[src/rtl/fclass_result_stage_if.sv]
// fclass_result_stage_if
//   Handshake bus around the FCLASS writeback stage.
//   Upstream side : in_valid/in_ready with in_class (10-bit one-hot mask) and in_tag.
//   Downstream side: out_valid/out_ready with out_result (zero-extended mask) and out_tag.
//   master: the environment (drives inputs, consumes results)
//   slave : the stage itself
interface fclass_result_stage_if #(
    parameter int XLEN  = 32,
    parameter int TAG_W = 5
);
    logic             in_valid;
    logic             in_ready;
    logic [9:0]       in_class;
    logic [TAG_W-1:0] in_tag;
    logic             out_valid;
    logic             out_ready;
    logic [XLEN-1:0]  out_result;
    logic [TAG_W-1:0] out_tag;

    modport master (
        output in_valid, in_class, in_tag, out_ready,
        input  in_ready, out_valid, out_result, out_tag
    );

    modport slave (
        input  in_valid, in_class, in_tag, out_ready,
        output in_ready, out_valid, out_result, out_tag
    );
endinterface

[src/rtl/fclass_result_stage.sv]
// fclass_result_stage
//   Registered writeback stage after float_classify. Holds up to two results
//   (main + skid entry) so a stalled consumer never causes a result to be lost,
//   and presents the class mask as a zero-extended integer result.
//   Ports:
//     clk, rst     clock (rising edge), asynchronous active-high reset
//     flush        synchronous discard of all buffered entries
//     bus          handshake bus (slave side): in_* upstream, out_* downstream
//     onehot_err   sticky flag: an accepted mask was not exactly one-hot
//     nan_count    saturating count of accepted masks with sNaN/qNaN bit set
module fclass_result_stage #(
    parameter int XLEN  = 32,
    parameter int TAG_W = 5,
    parameter int CNT_W = 8
) (
    input  logic                   clk,
    input  logic                   rst,
    input  logic                   flush,
    fclass_result_stage_if.slave   bus,
    output logic                   onehot_err,
    output logic [CNT_W-1:0]       nan_count
);
    logic             main_v, skid_v, rdy;
    logic [9:0]       main_class, skid_class;
    logic [TAG_W-1:0] main_tag, skid_tag;

    logic accept, drain;
    logic main_v_nx, skid_v_nx;
    logic load_main, load_skid, move;
    logic count_acc, not_onehot, is_nan;

    assign accept = bus.in_valid & rdy;
    assign drain  = main_v & bus.out_ready;

    assign bus.in_ready   = rdy;
    assign bus.out_valid  = main_v;
    assign bus.out_result = XLEN'(main_class);
    assign bus.out_tag    = main_tag;

    // Next-state of the two valid bits and which data register loads.
    always_comb begin
        main_v_nx = main_v;
        skid_v_nx = skid_v;
        load_main = 1'b0;
        load_skid = 1'b0;
        move      = 1'b0;
        if (flush) begin
            main_v_nx = 1'b0;
            skid_v_nx = 1'b0;
        end else if (skid_v) begin
            // rdy is low here, so no accept can coincide with the move
            if (drain) begin
                move      = 1'b1;
                skid_v_nx = 1'b0;
            end
        end else if (!main_v || drain) begin
            main_v_nx = accept;
            load_main = accept;
        end else if (accept) begin
            load_skid = 1'b1;
            skid_v_nx = 1'b1;
        end
    end

    always_ff @(posedge clk or posedge rst) begin
        if (rst) begin
            main_v     <= 1'b0;
            skid_v     <= 1'b0;
            rdy        <= 1'b1;
            main_class <= '0;
            main_tag   <= '0;
            skid_class <= '0;
            skid_tag   <= '0;
        end else begin
            main_v <= main_v_nx;
            skid_v <= skid_v_nx;
            // Registered ready: only depends on whether the skid will hold data
            rdy    <= !skid_v_nx;
            if (load_main) begin
                main_class <= bus.in_class;
                main_tag   <= bus.in_tag;
            end else if (move) begin
                main_class <= skid_class;
                main_tag   <= skid_tag;
            end
            if (load_skid) begin
                skid_class <= bus.in_class;
                skid_tag   <= bus.in_tag;
            end
        end
    end

    // Debug status only counts accepts that survive (a flushed accept is dropped).
    assign count_acc  = accept & !flush;
    assign not_onehot = (bus.in_class == 10'd0) ||
                        ((bus.in_class & (bus.in_class - 10'd1)) != 10'd0);
    assign is_nan     = bus.in_class[8] | bus.in_class[9];

    always_ff @(posedge clk or posedge rst) begin
        if (rst) begin
            onehot_err <= 1'b0;
            nan_count  <= '0;
        end else if (count_acc) begin
            if (not_onehot)
                onehot_err <= 1'b1;
            if (is_nan && (nan_count != {CNT_W{1'b1}}))
                nan_count <= nan_count + 1'b1;
        end
    end
endmodule

[src/flat_wrapper.sv]
// flat-port wrapper written by rule: the top's interface ports become plain ports
module fclass_result_stage_flat 
#(
    parameter int XLEN  = 32,
    parameter int TAG_W = 5,
    parameter int CNT_W = 8
)
  (clk, rst, flush, onehot_err, nan_count, bus_in_valid, bus_in_class, bus_in_tag, bus_out_ready, bus_in_ready, bus_out_valid, bus_out_result, bus_out_tag);
  fclass_result_stage_if #(.XLEN(XLEN), .TAG_W(TAG_W)) bus_i ();
  input  logic clk;
  input  logic rst;
  input  logic flush;
  output logic onehot_err;
  output logic [CNT_W-1:0] nan_count;
  input wire logic [$bits(bus_i.in_valid)-1:0] bus_in_valid;
  input wire logic [$bits(bus_i.in_class)-1:0] bus_in_class;
  input wire logic [$bits(bus_i.in_tag)-1:0] bus_in_tag;
  input wire logic [$bits(bus_i.out_ready)-1:0] bus_out_ready;
  output wire logic [$bits(bus_i.in_ready)-1:0] bus_in_ready;
  output wire logic [$bits(bus_i.out_valid)-1:0] bus_out_valid;
  output wire logic [$bits(bus_i.out_result)-1:0] bus_out_result;
  output wire logic [$bits(bus_i.out_tag)-1:0] bus_out_tag;
  assign bus_i.in_valid = bus_in_valid;
  assign bus_i.in_class = bus_in_class;
  assign bus_i.in_tag = bus_in_tag;
  assign bus_i.out_ready = bus_out_ready;
  assign bus_in_ready = bus_i.in_ready;
  assign bus_out_valid = bus_i.out_valid;
  assign bus_out_result = bus_i.out_result;
  assign bus_out_tag = bus_i.out_tag;
  fclass_result_stage #(.XLEN(XLEN), .TAG_W(TAG_W), .CNT_W(CNT_W)) u_core (.clk(clk), .rst(rst), .flush(flush), .bus(bus_i), .onehot_err(onehot_err), .nan_count(nan_count));
endmodule
[config.mk]
export PLATFORM = sky130hd
export DESIGN_NAME = fclass_result_stage_flat
export DESIGN_NICKNAME = d
export VERILOG_FILES = /design/src/rtl/fclass_result_stage_if.sv /design/src/rtl/fclass_result_stage.sv /design/src/flat_wrapper.sv
export SDC_FILE = /design/constraint.sdc
export NUM_CORES = 1
export LEC_CHECK = 0
export BUFFER_PORTS_ARGS = -buffer_cell sky130_fd_sc_hd__buf_2
export CAP_MARGIN = 20
export CORE_ASPECT_RATIO = 0.75
export CORE_MARGIN = 3
export CORE_UTILIZATION = 39
export DETAILED_ROUTE_END_ITERATION = 8
export PLACE_DENSITY = 0.68
export SYNTH_ARGS = -nofsm -noshare
export SYNTH_HDL_FRONTEND = slang
export SYNTH_SLANG_ARGS = --single-unit
[constraint.sdc]
create_clock -name clk -period 1.83 [get_ports clk]
set_clock_uncertainty 0.2 [all_clocks]
set_input_delay 0.183 -clock clk [delete_from_list [all_inputs] [get_ports clk]]
set_output_delay 0.183 -clock clk [all_outputs]
set_load 0.005 [all_outputs]
Word-level counts from Yosys, hierarchy flattened:

Cells that the tools add are included.

* add/sub/neg operators: 2
* equal/unequal tests: 2
* muxes and demuxes: 20
* bitwise gates (word level): 5
* reductions and logical operators: 13

Operators with widths (number)
* 2-to-1 mux 10 bit: 2
* 2-to-1 mux 1 bit: 16
* bitwise AND 10 bit: 1
* logical NOT 10 bit: 1
* 2-to-1 mux 5 bit: 2
* nonzero test 10 bit: 1
* subtractor 10 x 1 -> 10 bit, second input constant: 1
* adder 8 x 1 -> 8 bit, second input constant: 1
* inequality test 8 bit, second input constant: 1
* AND reduction 2 bit: 3
* nonzero test 2 bit: 2
* bitwise AND 1 bit: 3
* logical NOT 1 bit: 3
* logical OR 1 bit: 2
* inequality test 2 bit, second input constant: 1
* logical AND 1 bit: 1
* OR 1 bit: 1

* flip-flop bits (word level): 42
* bits of input ports: 20
* word-level logic and storage cells: 51

Depth between registers and ports, before layout:

* depth in word-level cells: 6
* gate-level depth with buffers: 6
* mapped depth without buffers: 5

Worst setup path before layout:

Ideal clock, no wire load.

* path type: register -> register
* start: reg u_core.rdy (netlist: u_core.bus.in_ready)
* end: reg u_core.nan_count[5]
* library setup time: 0.079 ns
* arrival time: 1.590 ns
* required time: 1.551 ns
* slack: -0.039 ns
* stages on the path, launching flop included: 5
* path buffers: 0
* clock period less this slack: 1.869 ns
* path through: dfstp_2 nand3b_4 or4_1 nor3_1 xor2_1

* cells in the longest elaborated chain, start to end: 3

Ends and longest elaborated chain
* start, declared: RTL line fclass_result_stage.sv:23 `logic main_v, skid_v, rdy;`
* start signal, assigned: RTL line fclass_result_stage.sv:78 `rdy <= !skid_v_nx;`
* bitwise AND 1 bit: RTL line fclass_result_stage.sv:32 `assign accept = bus.in_valid & rdy;`
* bitwise AND 1 bit: RTL line fclass_result_stage.sv:94 `assign count_acc = accept & !flush;`
* AND reduction 2 bit (no source line)
* end signal, assigned: RTL line fclass_result_stage.sv:107 `nan_count <= nan_count + 1'b1;`
* end, declared: RTL line fclass_result_stage.sv:21 `output logic [CNT_W-1:0] nan_count`

No other way between the ends.
A chain may end at the register's enable or synchronous reset.

Worst setup path in the final report:

* start: reg u_core.rdy (netlist: u_core.bus.in_ready)
* end: reg u_core.onehot_err

* cells in the longest elaborated chain, start to end: 3

Ends and longest elaborated chain
* bitwise AND 1 bit: RTL line fclass_result_stage.sv:32
* bitwise AND 1 bit: RTL line fclass_result_stage.sv:94
* AND reduction 2 bit (no source line)
* end signal, assigned: RTL line fclass_result_stage.sv:101 `onehot_err <= 1'b0;`
* end signal, assigned: RTL line fclass_result_stage.sv:105 `onehot_err <= 1'b1;`
* end, declared: RTL line fclass_result_stage.sv:20 `output logic onehot_err,`

No other way between the ends.

==> impl_metrics.tcl <==
set metrics [dict create \
    syn_inst 188 \
    drive_above_1_share 0.298 \
    hold_violations_final 0 \
    grt_pass1_vias 1444 \
    critical_path_required_ns 1.79 \
    clockBufferDepth 2 \
    place.gp.congestion 0.765 \
    route.final.wire_length_mm 4.21 \
    max_freq_ghz 0.571 \
    finish.net_count 278 \
    critPathMaxFanout 3 \
    io-pin-count 68 \
    detailedRoute.firstIterationViolations 80 \
    number_of_synthesized_flops_with_an_enable_pin 0 \
    antenna_found_initial 0 \
    synth.lib_cells_used.distinct 37 \
    grt_pass1_wl_mm 6.96 \
    cts_tree "built" \
    grt_setup_unrepaired "false" \
    synth.top_cell.area_share 0.489 \
    maxCapViolations 0 \
    synth-seq-area-share 0.502 \
    r2r.worst_path.cells 5 \
    asyncSetResetFlopFracSynth 1.00 \
    synth_area_leaders "dfrtp_1, buf_4, mux2i_1" \
    finalWorstPathRequiredPeriod_ns 1.75 \
    stdcell_count 330 \
    cts_buffers 5 \
    coreArea_mm2 0.00504 \
    worstPathArrival_ns 1.71 \
    hold_path_depth 2 \
    drcViolationCount 0 \
    dpl_cell_area_mm2 0.00245 \
    wl_per_cell_um 12.8 \
    timing.critical_path.to_type "register" \
    final-setup-viol-count 0 \
    area_delta_synth_final_pct 26.3 \
    fillers 478 \
    ctsRootBufferMaster "clkbuf_8" \
    number_of_synthesized_register_bits 42 \
    die_wd_um 90.7 \
    worst_r2r_startpoint "u_core.bus.in_ready" \
    cts_num_sinks 42 \
    die_area_mm2 0.00630 \
    vias 1537 \
    leakage_nw 1.35 \
    dp_hpwl_mm 3.02 \
    r2r_setup_slack_ns 0.08 \
    detail_route.vias_per_cell 4.66 \
    die_extent_in_y_um 69.5 \
    vdd_ir_drop_max_uv 378 \
    syn_area_mm2 0.00210 \
    aggregate_global_route_resource_usage 0.139 \
    worstSkewPairLatency_ns 0.28 \
    rows 22 \
    netlist.top_cell.by_area "dfrtp_1" \
    total_grt_overflow 0 \
    detailedRoute.firstPassIterationCount 4 \
    clkTransAtPathRegs_ns 0.07 \
    drv_slew 0 \
    worstSetupStartpointType "register" \
    layout.cell_area.non_filler_mm2 0.00265 \
    ys_warn_count 0 \
    grt_max_degree 43 \
    h-tree-depth 2 \
    antenna-diode-count 0 \
    place.detailed.instances 313 \
    worstHoldEndpoint "u_core.skid_class[8]" \
    worstSetupPathType "register to register" \
    final_antenna_net_count 0 \
    cellPowerDensity_mw_per_mm2 952 \
    syn_area_per_cell_um2 11.2 \
    hold_path_startpoint "bus_in_class[8]" \
    postSynth.topFlopCell "dfrtp_1" \
    io_buffers 45 \
    outcome "complete, no violations" \
    r2r_end "u_core.onehot_err" \
    hold_path_class "primary input to register" \
    fin_crit_sh 0.957 \
    initial_core_util 0.416 \
]
==> routing by layer <==
metal	GRT usage	routed length, µm	vias up
met5	0	0	-
met3	0.0445	278	4
met2	0.212	1900	44
li1	-	-	757
met4	0.0458	38	0
met1	0.186	1990	732
==> worst max-delay path: stages, from the launching register on <==
cell and delay, ns:
dfstp_2 0.39, buf_4 0.13, and3b_1 0.18, o21ai_0 0.11, o21ai_0 0.12, or4_1 0.49
==> where the power goes <==
group	switching [mW]	internal (mW)	leakage, nW
clock	0.289	0.271	0.0395
sequential	0.170	1.18	0.500
combinational	0.271	0.339	0.808
==> cell usage in the layout (no fill, tap or decap), types with 3 or more instances in the layout <==
cell type,instances
xor2_1,4
mux2_1,12
inv_1,3
or4_1,3
nand4_1,3
clkbuf_1,3
buf_4,13
dlygate4sd3_1,8
clkbuf_8,5
mux2i_1,15
nand2_1,4
mux2_2,4
conb_1,22
xnor2_1,3
o21ai_1,3
nor2_1,22
dfrtp_1,41
buf_2,44
a21oi_1,15
==> through the flow <==
stage	hold WS [ns]	setup slack (ns)	total power, mW	utilization	TNS [ns]
2_1_floorplan	0.104	0.00579	1.71	-	0
3_3_place_gp	0.0634	-0.137	1.94	0.487	-0.137
3_5_place_dp	0.0624	-0.150	1.97	0.487	-0.158
4_1_cts	0.0132	0.0291	2.56	0.523	0
5_1_grt	0.0298	0.00849	2.71	0.526	0
6_report	0.0308	0.0789	2.52	0.526	0
==> final cells by class <==
class | count | area (µm²) | area share
sequential | 42 | 1050 | 0.397
tap | 72 | 90.1 | 0.0340
multi-input combinational | 136 | 952 | 0.360
clock buffer | 8 | 80.1 | 0.0302
inverter | 3 | 11.3 | 0.00425
timing repair buffer | 69 | 462 | 0.174
==> how the worst max path moves through the flow <==
stage,depth (start not counted),to,start,slack [ns]
final,5,u_core.onehot_err,u_core.bus.in_ready,0.08
after global routing,5,u_core.onehot_err,u_core.bus.in_ready,0.008
after CTS,6,u_core.nan_count[5],bus_in_class[9],0.03
after detailed placement,5,u_core.onehot_err,bus_in_class[0],-0.15
after global placement,5,u_core.onehot_err,bus_in_class[0],-0.14
after floorplan,4,u_core.onehot_err,bus_in_class[0],0.006
==> what timing repair did <==
item,4_1_cts,5_1_grt
endpoints found under the hold margin,56,0
endpoints found under the setup margin,2,3
setup buffers,0,0
resized for setup,2,4
pin swaps,1,4
hold buffers,9,0
==> logic make-up after synthesis <==
group | Yosys count | synth area share
adder cells (fa/ha/maj) | 1 | 0.00597
AO/OA/AOI/OAI | 27 | 0.0835
other | 1 | 0.00179
AND/OR/NAND/NOR | 48 | 0.125
XOR/XNOR | 7 | 0.0292
flip-flops | 42 | 0.502
multiplexers | 31 | 0.158
buffers and inverters | 31 | 0.0955
==> registers in the layout, indices dropped and copies added, names as in the netlist <==
register / cells
u_core.bus.out_valid: 1
u_core.bus.in_ready: 1
u_core.skid_v: 1
u_core.skid_class: 10
u_core.onehot_err: 1
u_core.nan_count: 8
u_core.main_class: 10
u_core.bus.out_tag: 5
u_core.skid_tag: 5
==> cells in the mapped netlist (all sizes together) (2+ instances only) <==
library cell,n
mux2i,15
xor2,4
a211oi,2
clkbuf,5
or4,5
mux2,16
inv,3
dfrtp,41
nand2,4
nand3b,3
xnor2,3
nor2,23
nor3,3
nand4,3
o21ai,5
buf,23
a21oi,15
No activity file was read; power rests on OpenSTA's default activity.
